<file path="config.mk">
export PLATFORM = sky130hd
export DESIGN_NAME = freq_meas_ctrl_flat
export DESIGN_NICKNAME = d
export VERILOG_FILES = /design/src/rtl/freq_meas_pkg.sv /design/src/rtl/freq_meas_ctrl_if.sv /design/src/rtl/freq_meas_ctrl_gate_timer.sv /design/src/rtl/freq_meas_ctrl.sv /design/src/flat_wrapper.sv
export SDC_FILE = /design/constraint.sdc
export NUM_CORES = 1
export LEC_CHECK = 0
export ABC_AREA = 0
export CORE_MARGIN = 2
export CORE_UTILIZATION = 53
export DETAILED_ROUTE_END_ITERATION = 12
export PLACE_DENSITY_LB_ADDON = 0.1
export SETUP_SLACK_MARGIN = 0.02
export SLEW_MARGIN = 20
export SYNTH_ARGS = -nofsm -noshare
export SYNTH_HDL_FRONTEND = slang
export SYNTH_SLANG_ARGS = --single-unit
</file>
<file path="constraint.sdc">
create_clock -name clk -period 3.3 [get_ports clk]
set_input_delay 0.99 -clock clk [delete_from_list [all_inputs] [get_ports clk]]
set_output_delay 0.99 -clock clk [all_outputs]
set_load 0.01 [all_outputs]
</file>
<file path="src/rtl/freq_meas_pkg.sv">
// rtl/freq_meas_pkg.sv - shared state encoding and default widths for the frequency measurement controller
package freq_meas_pkg;

    localparam int GATE_W_DEF = 16;
    localparam int CNT_W_DEF  = 10;
    localparam int SETTLE_DEF = 4;

    // Binary encoding: all four codes are legal states, so nothing else is reachable.
    typedef enum logic [1:0] {
        ST_IDLE    = 2'd0,
        ST_GATE    = 2'd1,
        ST_SETTLE  = 2'd2,
        ST_CAPTURE = 2'd3
    } state_e;

endpackage

</file>
<file path="src/rtl/freq_meas_ctrl_if.sv">
// rtl/freq_meas_ctrl_if.sv - control/result bundle; FREQ_MEAS_CONTINUOUS_EN adds the cont request
interface freq_meas_ctrl_if
    import freq_meas_pkg::*;
#(
    parameter int GATE_W = GATE_W_DEF,
    parameter int CNT_W  = CNT_W_DEF
);
`ifdef FREQ_MEAS_CONTINUOUS_EN
    logic              cont;
`endif
    logic              start;
    logic              abort;
    logic [GATE_W-1:0] gate_len;
    logic [CNT_W-1:0]  cnt_in;
    logic              enable;
    logic              busy;
    logic [CNT_W-1:0]  result;
    logic              result_valid;
    logic              err_len;

    modport master (
`ifdef FREQ_MEAS_CONTINUOUS_EN
        output cont,
`endif
        output start, abort, gate_len, cnt_in,
        input  enable, busy, result, result_valid, err_len
    );

    modport slave (
`ifdef FREQ_MEAS_CONTINUOUS_EN
        input  cont,
`endif
        input  start, abort, gate_len, cnt_in,
        output enable, busy, result, result_valid, err_len
    );

endinterface

</file>
<file path="src/rtl/freq_meas_ctrl_gate_timer.sv">
// rtl/freq_meas_ctrl_gate_timer.sv - loadable saturating down-counter timing both the gate and settle windows
module gate_timer
    import freq_meas_pkg::*;
#(
    parameter int GATE_W = GATE_W_DEF
) (
    input  logic              clk,
    input  logic              rst_n,
    input  logic              load_i,
    input  logic [GATE_W-1:0] load_val_i,
    output logic              tc_o
);

    logic [GATE_W-1:0] cnt_q;
    logic [GATE_W-1:0] cnt_d;

    // Holds at zero rather than wrapping, so a maximum-length load never rolls over.
    always_comb begin
        cnt_d = cnt_q;
        if (load_i) begin
            cnt_d = load_val_i;
        end else if (cnt_q != '0) begin
            cnt_d = cnt_q - 1'b1;
        end
    end

    always_ff @(posedge clk or negedge rst_n) begin
        if (!rst_n) begin
            cnt_q <= '0;
        end else begin
            cnt_q <= cnt_d;
        end
    end

    assign tc_o = (cnt_q == '0);

endmodule

</file>
<file path="src/rtl/freq_meas_ctrl.sv">
// rtl/freq_meas_ctrl.sv - gated frequency measurement controller; FREQ_MEAS_CONTINUOUS_EN enables back-to-back windows
module freq_meas_ctrl
    import freq_meas_pkg::*;
#(
    parameter int GATE_W = GATE_W_DEF,
    parameter int CNT_W  = CNT_W_DEF,
    parameter int SETTLE = SETTLE_DEF
) (
    input  logic clk,
    input  logic rst_n,
    freq_meas_ctrl_if.slave bus
);

    localparam logic [GATE_W-1:0] SETTLE_LOAD = GATE_W'(SETTLE - 1);

    state_e            state_q;
    state_e            state_d;
    logic [GATE_W-1:0] len_q;
    logic [GATE_W-1:0] len_d;
    logic [CNT_W-1:0]  result_q;
    logic [CNT_W-1:0]  result_d;
    logic              err_q;
    logic              err_d;
    logic              tmr_load;
    logic [GATE_W-1:0] tmr_val;
    logic              tmr_tc;
    logic              cont;

`ifdef FREQ_MEAS_CONTINUOUS_EN
    assign cont = bus.cont;
`else
    assign cont = 1'b0;
`endif

    gate_timer #(.GATE_W(GATE_W)) u_gate_timer (
        .clk        (clk),
        .rst_n      (rst_n),
        .load_i     (tmr_load),
        .load_val_i (tmr_val),
        .tc_o       (tmr_tc)
    );

    always_ff @(posedge clk or negedge rst_n) begin
        if (!rst_n) begin
            state_q <= ST_IDLE;
        end else begin
            state_q <= state_d;
        end
    end

    always_ff @(posedge clk or negedge rst_n) begin
        if (!rst_n) begin
            len_q    <= '0;
            result_q <= '0;
            err_q    <= 1'b0;
        end else begin
            len_q    <= len_d;
            result_q <= result_d;
            err_q    <= err_d;
        end
    end

    // Timer loads with length-1 so the terminal count lands on the last cycle of each window.
    always_comb begin
        state_d  = state_q;
        len_d    = len_q;
        result_d = result_q;
        err_d    = 1'b0;
        tmr_load = 1'b0;
        tmr_val  = '0;
        case (state_q)
            ST_IDLE: begin
                if (bus.start && !bus.abort) begin
                    if (bus.gate_len == '0) begin
                        err_d = 1'b1;
                    end else begin
                        state_d  = ST_GATE;
                        len_d    = bus.gate_len;
                        tmr_load = 1'b1;
                        tmr_val  = bus.gate_len - 1'b1;
                    end
                end
            end
            ST_GATE: begin
                if (bus.abort) begin
                    state_d = ST_IDLE;
                end else if (tmr_tc) begin
                    state_d  = ST_SETTLE;
                    tmr_load = 1'b1;
                    tmr_val  = SETTLE_LOAD;
                end
            end
            ST_SETTLE: begin
                if (bus.abort) begin
                    state_d = ST_IDLE;
                end else if (tmr_tc) begin
                    // Capture on entry so result is already updated while result_valid is shown.
                    state_d  = ST_CAPTURE;
                    result_d = bus.cnt_in;
                end
            end
            ST_CAPTURE: begin
                if (!bus.abort && cont) begin
                    state_d  = ST_GATE;
                    tmr_load = 1'b1;
                    tmr_val  = len_q - 1'b1;
                end else begin
                    state_d = ST_IDLE;
                end
            end
            default: state_d = ST_IDLE;
        endcase
    end

    always_comb begin
        bus.enable       = (state_q == ST_GATE);
        bus.busy         = (state_q != ST_IDLE);
        bus.result_valid = (state_q == ST_CAPTURE);
        bus.result       = result_q;
        bus.err_len      = err_q;
    end

endmodule

</file>
<file path="src/flat_wrapper.sv">
// flat-port wrapper written by rule: the top's interface ports become plain ports
module freq_meas_ctrl_flat import freq_meas_pkg::*;
#(
    parameter int GATE_W = GATE_W_DEF,
    parameter int CNT_W  = CNT_W_DEF,
    parameter int SETTLE = SETTLE_DEF
)
  (clk, rst_n, bus_start, bus_abort, bus_gate_len, bus_cnt_in, bus_enable, bus_busy, bus_result, bus_result_valid, bus_err_len);
  freq_meas_ctrl_if #(.GATE_W(GATE_W), .CNT_W(CNT_W)) bus_i ();
  input  logic clk;
  input  logic rst_n;
  input wire logic [$bits(bus_i.start)-1:0] bus_start;
  input wire logic [$bits(bus_i.abort)-1:0] bus_abort;
  input wire logic [$bits(bus_i.gate_len)-1:0] bus_gate_len;
  input wire logic [$bits(bus_i.cnt_in)-1:0] bus_cnt_in;
  output wire logic [$bits(bus_i.enable)-1:0] bus_enable;
  output wire logic [$bits(bus_i.busy)-1:0] bus_busy;
  output wire logic [$bits(bus_i.result)-1:0] bus_result;
  output wire logic [$bits(bus_i.result_valid)-1:0] bus_result_valid;
  output wire logic [$bits(bus_i.err_len)-1:0] bus_err_len;
  assign bus_i.start = bus_start;
  assign bus_i.abort = bus_abort;
  assign bus_i.gate_len = bus_gate_len;
  assign bus_i.cnt_in = bus_cnt_in;
  assign bus_enable = bus_i.enable;
  assign bus_busy = bus_i.busy;
  assign bus_result = bus_i.result;
  assign bus_result_valid = bus_i.result_valid;
  assign bus_err_len = bus_i.err_len;
  freq_meas_ctrl #(.GATE_W(GATE_W), .CNT_W(CNT_W), .SETTLE(SETTLE)) u_core (.clk(clk), .rst_n(rst_n), .bus(bus_i));
endmodule
</file>
==> results of run 1 <==
## area by class of cell
class / instances / share of cell area, %
multi-input combinational: 151 / 44.5
timing repair buffer: 48 / 20.0
inverter: 4 / 0.625
tap: 46 / 2.40
clock buffer: 7 / 2.29
sequential: 29 / 30.2
## through the flow
| stage | utilization [%] | std cells | worst slack [ps] |
|---|---|---|---|
| finish | 72.0 | 285 | 463 |
| global route | 72.0 | 285 | 344 |
| CTS | 72.0 | 285 | 480 |
| detailed placement | 70.3 | 278 | 146 |
| global placement | 70.3 | 278 | 288 |
| floorplan | - | 189 | 956 |
## power breakdown
group | internal [mW] | total (mW) | leakage, nW | switching, mW
clock | 0.100 | 0.213 | 0.0314 | 0.112
sequential | 0.417 | 0.506 | 0.367 | 0.0891
combinational | 0.155 | 0.301 | 0.583 | 0.147
## path summary, 6_finish.rpt
kind,start,depth (start not counted),endpoint
worst max-delay path,bus_gate_len[10],7,u_core.u_gate_timer.cnt_q[0]
worst min-delay path,u_core.bus.result[4],1,u_core.bus.result[4]
worst min register to register,u_core.bus.result[4],1,u_core.bus.result[4]
min in group asynchronous,rst_n,2,u_core.state_q[1]
worst max register to register,u_core.u_gate_timer.cnt_q[0],7,u_core.state_q[0]
max in group asynchronous,rst_n,2,u_core.bus.result[9]
## cell usage in the layout, fill, tap and decap left out, drive strengths merged, types with 6 or more instances in the layout
| cell type | count |
|---|---|
| nor2 | 23 |
| nand2 | 14 |
| nor4 | 9 |
| mux2i | 7 |
| dfrtp | 29 |
| clkdlybuf4s50 | 43 |
| xor2 | 10 |
| o21ai | 6 |
| or4 | 6 |
| mux2 | 10 |
| xnor2 | 9 |
| clkbuf | 7 |
| nand3 | 14 |
## Yosys cell counts (all sizes together)
cell type	count	area share, %
or3b	1	0.48
mux2	10	6.1
inv	4	0.82
nor4b	1	0.48
nor3	4	1.1
a221oi	1	0.82
nand3	14	4.1
nor2b	4	1.4
a21oi	4	1.1
nor3b	3	1.2
clkbuf	2	0.41
xor2	10	4.8
o211ai	5	2.0
and2	2	0.68
or2	2	0.68
o31ai	1	0.41
buf	3	1.2
or3	3	1.0
o21a	1	0.41
nand2	14	3.0
mux2i	7	3.8
dfrtp	29	40
xnor2	9	4.3
o21ai	6	1.6
a31oi	2	0.68
or4	6	2.9
ha	4	2.7
a21o	1	0.41
a2111oi	1	0.82
o22ai	2	0.68
nand4	1	0.34
nor4	9	5.4
nor2	23	4.7
## state kept, by name, summed over array words and instances (netlist names)
register / flops
u_core.bus.result: 10
u_core.state_q: 2
u_core.u_gate_timer.cnt_q: 16
u_core.bus.err_len: 1
## cell families (layout without fill, tap and decap cells)
group	count (synthesis)	in the layout	share of synthesized area, %
simple gates	87	87	27.4
flops	29	29	39.5
compound gates	24	24	8.99
xor+xnor	19	19	9.06
mux	17	17	9.95
buf+inv	9	59	2.38
fa+ha+maj	4	4	2.72
## layer usage
layer / track usage (%) / vias to the layer above
met1: 24.2 / 726
met2: 37.9 / 56
met4: 10.8 / 0
li1: - / 783
met3: 4.86 / 5
met5: 0 / -
==> results.json, run 1 <==
{
  "gp_congestion": 0.897,
  "crit_family": "simple AND/OR/NAND/NOR gates",
  "slowest_delay_ps": 520,
  "synth-seq-cells": 29,
  "post-route-min-period_ps": 2840,
  "clock-sinks": 29,
  "cts_tree": "done",
  "grt_pass1_wl_um": 6700,
  "reg2reg_slack_ps": 750,
  "powerDensity_nw_per_um2": 425,
  "avgSynthCellArea_um2": 9.72,
  "area_delta_synth_final_pct": 30.7,
  "report.final.hold_viol_count": 0,
  "drt-initial-drc-count": 66,
  "hold_ws_ps": 506,
  "regArea_um2": 726,
  "htree_levels": 2,
  "critical_path_required_ps": 3550,
  "synth_area_um2": 1840,
  "status": "finished, final reports clean",
  "ys_warn_count": 0,
  "grt_max_degree": 30,
  "period_share_pct": 86.0,
  "cts_hold_buf": 0,
  "die-height_um": 62.9,
  "yosysSeqAreaShare_pct": 39.5,
  "ir_drop_v": 0.000269,
  "cp_slowest_cell": "nor4_1",
  "critPathCaptureType": "flip-flop",
  "max_cap_violations": 0,
  "worstSkewPairLatency_ps": 330,
  "drv_slew": 0,
  "setup_viol": 0,
  "hp-class": "flip-flop to flip-flop",
  "tightest_slew_ps": 577,
  "nets": 273,
  "rsz0062_at_grt": "false",
  "via_count": 1570,
  "top_layer": "met4",
  "dpl.hpwl_um": 3100,
  "fin_setup_tns_ps": 0,
  "overflow": 0,
  "finalPower_mw": 1.02,
  "critPathKind": "input port to flip-flop",
  "synth.distinct_cells": 39,
  "grt_usage_pct": 21.5,
  "maxSlewHeadroom_pct": 61.3,
  "core_region_area_um2": 3340,
  "synth_fp_nets": 223,
  "wl_met2_um": 1970,
  "dr_wl_met3_um": 250,
  "final_area_um2": 2400,
  "path_cells": "clkdlybuf4s50_1, nor4_1, nand4_1, nand2_2, buf_12, o211ai_1, o21ai_0",
  "start_util_pct": 55.0,
  "place_area_um2": 2350,
  "cts.repair.resized": 0,
  "die-area_um2": 3950,
  "port_buffers": 43,
  "fillers": 280,
  "ios": 44,
  "cp-start-kind": "input port",
  "crit_fanout": 18,
  "fmaxAchievable_ghz": 0.353,
  "layout-drive-gt1-share_pct": 14.2,
  "wl_per_cell_um": 13.6,
  "routed_wl_um": 3890,
  "p_leak_nw": 0.981,
  "drc": 0,
  "crit_buf_inv": 2,
  "grt_pass1_vias": 1578,
  "fin_worst_skew_ps": 4.83,
  "cts_buffers": 5,
  "post_cts_buffers": 0,
  "wl_met1_um": 1610,
  "die_w_um": 62.9,
  "postRouteAntennaNets": 0,
  "row_count": 21,
  "cts.clk_slew.worst_paths_ps": 80,
  "antenna_found_initial": 0,
  "drt-pass1-iter-count": 4,
  "clockBufferDepth": 2,
  "crit_arrival_ps": 3080,
  "vias_per_cell": 5.51,
  "synthCells": 189,
  "n_antenna_cell": 0,
  "multi_input_area_um2": 1070,
  "cts-root-buf": "clkbuf_4"
}
Note: power is estimated with default switching activity, not from simulation.
==> run 2, diff against run 1 <==
- ABC_AREA: 0 -> 1
- CORE_UTILIZATION: 53 -> 56
==> results.json, run 2 <==
{
  "synth_fp_nets": 380,
  "final_cells": 442,
  "crit_buf_inv": 4,
  "place_inst": 434,
  "grt_pass1_vias": 2039,
  "worstSkewPairLatency_ps": 270,
  "status": "finished, final reports clean",
  "maxSlewHeadroom_pct": 68.4,
  "rsz0062_at_grt": "false",
  "use_met2_pct": 40.9,
  "antenna_found_initial": 0,
  "netlist.top_cell.by_area": "dfrtp_1",
  "cts_tree": "done",
  "yosysSeqAreaShare_pct": 33.1,
  "nets": 427,
  "post_cts_buffers": 0,
  "largest_reg_flops": 16,
  "hold_path_depth": 2,
  "ir_drop_v": 0.000293,
  "overflow": 0,
  "synth.distinct_cells": 23,
  "cts-root-buf": "clkbuf_8",
  "fillers": 311,
  "synthCells": 346,
  "clockBufferDepth": 2,
  "synthTopCellsByArea": "dfrtp_1 33%, nand2_1 17%, inv_1 9.6%, nor2_1 9.4%, nand3_1 8.2%",
  "synthFlopType": "dfrtp_1",
  "critical_path_required_ps": 3500,
  "met3_usage_pct": 4.22,
  "r2r_end": "u_core.u_gate_timer.cnt_q[1]",
  "gp_congestion": 0.882,
  "synth-seq-cells": 29,
  "start_util_pct": 59.0,
  "fin_setup_tns_ps": 0,
  "die-area_um2": 4430,
  "critPathKind": "input port to flip-flop",
  "tightest_slew_ps": 471,
  "r2r_start": "u_core.u_gate_timer.cnt_q[0]",
  "multi_input_area_um2": 1220,
  "min_from": "u_core.bus.result[5]",
  "cpMostUsedCell": "nand2_2",
  "layout_commonest_cell": "nand2_1",
  "drc": 0,
  "crit_arrival_ps": 2810,
  "layout_common_cells": "98 x nand2_1, 56 x inv_1, 55 x nor2_1",
  "n_antenna_cell": 0,
  "dpl.hpwl_um": 4090,
  "postRouteAntennaNets": 0,
  "path_cells": "clkdlybuf4s50_1, inv_1, ha_1, inv_1, nor2_1, nand2_1, nor2_2, nand2_2, nand2_4, nand2_2, nor2_2, buf_4, nand2_2, nand3_2",
  "row_count": 22,
  "cts_buffers": 5,
  "fin_worst_skew_ps": 4.97,
  "max_cap_violations": 0,
  "area_delta_synth_final_pct": 25.4,
  "avgSynthCellArea_um2": 6.33,
  "report.final.hold_viol_count": 0,
  "synth.top_cell.area_share_pct": 33.1,
  "ys_warn_count": 0,
  "cts.repair.resized": 0,
  "top_usage_layer": "met2",
  "cp-start-kind": "input port",
  "layout_setup_ws_ps": 693,
  "setup_viol": 0,
  "critPathCaptureType": "flip-flop",
  "synth_area_um2": 2190,
  "wl_per_cell_um": 11.8,
  "largest_register": "u_core.u_gate_timer.cnt_q",
  "slowest_delay_ps": 400,
  "vias_per_cell": 5.05,
  "synth.most_common_cell": "nand2_1",
  "cp_slowest_cell": "clkdlybuf4s50_1",
  "place_ws_ps": 428,
  "die-height_um": 66.5,
  "drt-initial-drc-count": 159,
  "layout-drive-gt1-share_pct": 6.85,
  "r2r_cells": 10,
  "grt_pass1_wl_um": 8830,
  "crit_family": "simple AND/OR/NAND/NOR gates",
  "core_region_area_um2": 3720,
  "ys_async_sr_fraction_pct": 100,
  "drv_slew": 0,
  "die_w_um": 66.5,
  "grt_use_met1_pct": 36.7,
  "drt-pass1-iter-count": 4,
  "p_leak_nw": 1.40,
  "ios": 44,
  "routed_wl_um": 5200,
  "fmaxAchievable_ghz": 0.384,
  "powerDensity_nw_per_um2": 575,
  "port_buffers": 43,
  "hp-class": "flip-flop to flip-flop",
  "via_count": 2231,
  "cts_hold_buf": 0,
  "post-route-min-period_ps": 2610,
  "cp-startpoint": "bus_gate_len[0]",
  "yosys-top-cells-count": "98 x nand2_1, 56 x inv_1, 55 x nor2_1",
  "hold_end": "u_core.bus.result[5]",
  "htree_levels": 2,
  "reg2reg_slack_ps": 1240,
  "crit_fanout": 22,
  "finalPower_mw": 1.58,
  "synth_edf_count": 0,
  "period_share_pct": 79.0,
  "cts.clk_slew.worst_paths_ps": 60,
  "clock-sinks": 29,
  "grt_max_degree": 30,
  "regArea_um2": 726,
  "cp_num_cells": 14,
  "grt_usage_pct": 26.1
}
==> run 2: worst register-to-register path, cell delays in order, from the launching register on <==
cell and delay (ps):
dfrtp_1 400, inv_1 120, ha_1 190, nand3_1 80, nor2_1 250, nand3_2 350, nand2_2 220, nor2_2 50
buf_4 170, nand2_2 60, nand3_2 50
==> run 2: final cells by class <==
class	count	share of cell area [%]
Sequential cell	29	26.4
Timing Repair Buffer	46	16.5
Multi-Input combinational cell	255	44.3
Clock buffer	6	2.64
Tap cell	48	2.19
Clock inverter	2	0.364
Inverter	56	7.65
==> run 2: logic make-up (layout without fill, tap and decap cells) <==
kind of cell / after synthesis / in the layout / synth area share, %
AOI/OAI and AO/OA: 28 / 28 / 6.74
xor gates and xnor gates: 11 / 11 / 4.40
adders and majority gates: 4 / 4 / 2.28
buffers and inverters: 62 / 110 / 11.4
DFF: 29 / 29 / 33.1
and+or+nand+nor: 212 / 212 / 42.1
==> run 2: power by group <==
part | switching [mW] | leakage [nW] | internal [mW] | total [mW]
clock network | 0.127 | 0.0450 | 0.146 | 0.273
logic | 0.451 | 0.976 | 0.288 | 0.739
registers | 0.108 | 0.375 | 0.461 | 0.569
total | 0.686 | 1.40 | 0.895 | 1.58
==> run 2: per-stage QoR <==
stage,area (um2),utilization [%],hold WS [ps]
4_1_cts,2750,73.9,488
2_1_floorplan,2190,-,484
3_5_place_dp,2670,71.7,472
3_3_place_gp,2670,71.7,466
6_report,2750,73.9,482
5_1_grt,2750,73.9,514
==> run 2: per-layer routing <==
| layer | wire length, um | up-vias |
|---|---|---|
| li1 | - | 1160 |
| met1 | 2500 | 1002 |
| met2 | 2350 | 60 |
| met3 | 242 | 9 |
| met4 | 100 | 0 |
| met5 | 0 | - |
==> run 2: how the worst max path moves through the flow <==
stage                               endpoint  slack (ps)
6_report        u_core.u_gate_timer.cnt_q[1]         690
5_1_grt         u_core.u_gate_timer.cnt_q[1]         490
4_1_cts         u_core.u_gate_timer.cnt_q[1]         690
3_5_place_dp    u_core.u_gate_timer.cnt_q[1]         430
3_3_place_gp    u_core.u_gate_timer.cnt_q[1]         540
2_1_floorplan  u_core.u_gate_timer.cnt_q[15]        1180
==> run 3, diff against run 2 <==
- CORE_UTILIZATION: 56 -> 52
- clock period: 3.3 -> 2.55 ns (I/O delays scaled with it)
==> results.json, run 3 (same netlist as run 2, synthesis figures left out) <==
{
  "status": "finished, final reports clean",
  "r2r_end": "u_core.u_gate_timer.cnt_q[5]",
  "cts.clk_slew.worst_paths_ps": 60,
  "r2r_cells": 10,
  "n_antenna_cell": 0,
  "fmaxAchievable_ghz": 0.435,
  "vias_per_cell": 4.90,
  "report.final.hold_viol_count": 0,
  "combPwrFrac_pct": 47.1,
  "hp-class": "flip-flop to flip-flop",
  "drt-initial-drc-count": 160,
  "drc": 0,
  "path_cells": "nor2_1, inv_1, clkdlybuf4s50_1",
  "die-area_um2": 4750,
  "maxSlewHeadroom_pct": 74.3,
  "antenna_found_initial": 0,
  "clockBufferDepth": 2,
  "place_inst": 443,
  "routed_wl_um": 5150,
  "fin_setup_tns_ps": 0,
  "postRouteAntennaNets": 0,
  "seqPwrFrac_pct": 35.6,
  "setup_viol": 0,
  "critPathCaptureType": "primary output",
  "grt_usage_pct": 23.8,
  "drt-pass1-iter-count": 4,
  "port_buffers": 43,
  "final_area_um2": 2800,
  "grt_max_degree": 30,
  "netSwitchingPower_mw": 0.890,
  "powerDensity_nw_per_um2": 734,
  "hold_end": "u_core.bus.result[6]",
  "rsz0062_at_grt": "false",
  "hold_path_depth": 2,
  "dpl.hpwl_um": 4170,
  "die-height_um": 68.9,
  "cts_tree": "done",
  "grt_pass1_vias": 1921,
  "post-route-min-period_ps": 2300,
  "overflow": 0,
  "crit_family": "buffers and inverters",
  "crit_arrival_ps": 1540,
  "gp_congestion": 0.890,
  "post_cts_buffers": 0,
  "tightest_slew_ps": 386,
  "wl_per_cell_um": 11.4,
  "final_cells": 451,
  "grt_pass1_wl_um": 8390,
  "row_count": 23,
  "htree_levels": 2,
  "period_share_pct": 90.2,
  "crit_buf_inv": 2,
  "cp-start-kind": "flip-flop",
  "layout-drive-gt1-share_pct": 8.48,
  "layout_commonest_cell": "nand2_1",
  "critical_path_required_ps": 1790,
  "cts.repair.resized": 0,
  "drv_slew": 0,
  "fin_worst_skew_ps": 8.81,
  "cts_buffers": 5,
  "r2r_start": "u_core.u_gate_timer.cnt_q[0]",
  "core_region_area_um2": 4030,
  "ios": 44,
  "die_w_um": 68.9,
  "clock-sinks": 29,
  "place_area_um2": 2720,
  "cts_hold_buf": 0,
  "layout_common_cells": "98 x nand2_1, 56 x inv_1, 55 x nor2_1",
  "intPower_mw": 1.17,
  "switching_share_pct": 43.3,
  "largest_register": "u_core.u_gate_timer.cnt_q",
  "cp_slowest_cell": "clkdlybuf4s50_1",
  "crit_fanout": 5,
  "via_count": 2212,
  "cts-root-buf": "clkbuf_8",
  "min_from": "u_core.bus.result[6]",
  "largest_reg_flops": 16,
  "finalPower_mw": 2.06,
  "nets": 434,
  "max_cap_violations": 0,
  "worstSkewPairLatency_ps": 280,
  "p_leak_nw": 1.43,
  "pwr-share-clk_pct": 17.3,
  "critPathKind": "flip-flop to primary output",
  "slowest_delay_ps": 480,
  "reg2reg_slack_ps": 720,
  "start_util_pct": 54.4,
  "area_delta_synth_final_pct": 27.9,
  "ir_drop_v": 0.000319
}
==> run 3: area by class of cell <==
| type | instances | area, um2 |
|---|---|---|
| clock buffers | 6 | 72.6 |
| well taps | 50 | 62.6 |
| clock inverters | 2 | 10.0 |
| multi-input cells | 255 | 1220 |
| flip-flops and latches | 29 | 726 |
| fillers | 358 | 1230 |
| inverters | 56 | 210 |
| repair buffers | 53 | 505 |
==> run 3: routing by layer <==
layer	vias up	GRT usage [%]	wire length (um)	share of wire, %
met2	69	39.5	2470	48
met1	962	32.2	2370	46
met4	0	6.37	53	1.0
met5	-	0	0	0
met3	6	3.73	259	5.0
li1	1175	-	-	-
==> run 3: worst max-delay path by stage <==
stage / cells after the start / to / start / slack (ps)
global placement: 14 / u_core.u_gate_timer.cnt_q[5] / bus_gate_len[1] / 150
CTS: 3 / bus_busy / u_core.state_q[1] / 260
global route: 14 / u_core.u_gate_timer.cnt_q[4] / bus_gate_len[1] / 120
floorplan: 12 / u_core.u_gate_timer.cnt_q[15] / bus_gate_len[0] / 660
finish: 3 / bus_busy / u_core.state_q[1] / 250
detailed placement: 13 / u_core.u_gate_timer.cnt_q[1] / bus_gate_len[1] / 80
==> run 3: metrics by stage <==
| step | hold WS, ps | util, % | setup slack, ps |
|---|---|---|---|
| after floorplan | 469 | - | 655 |
| after CTS | 488 | 69.6 | 259 |
| after global placement | 466 | 67.5 | 148 |
| after detailed placement | 472 | 67.5 | 84.9 |
| final | 485 | 69.6 | 250 |
| after global routing | 520 | 69.6 | 122 |
==> run 3: power by group through the flow <==
stage	logic, mW	registers [mW]	clock network, mW
finish	0.969	0.733	0.355
global route	1.11	0.753	0.383
CTS	0.965	0.728	0.362
detailed placement	0.953	0.736	0
global placement	0.924	0.735	0
floorplan	0.693	0.703	0
==> run 3: worst min-delay path, stage by stage (launching register included) <==
cell and delay, ps:
dfrtp_1 340, nand2_1 50, o21ai_0 60
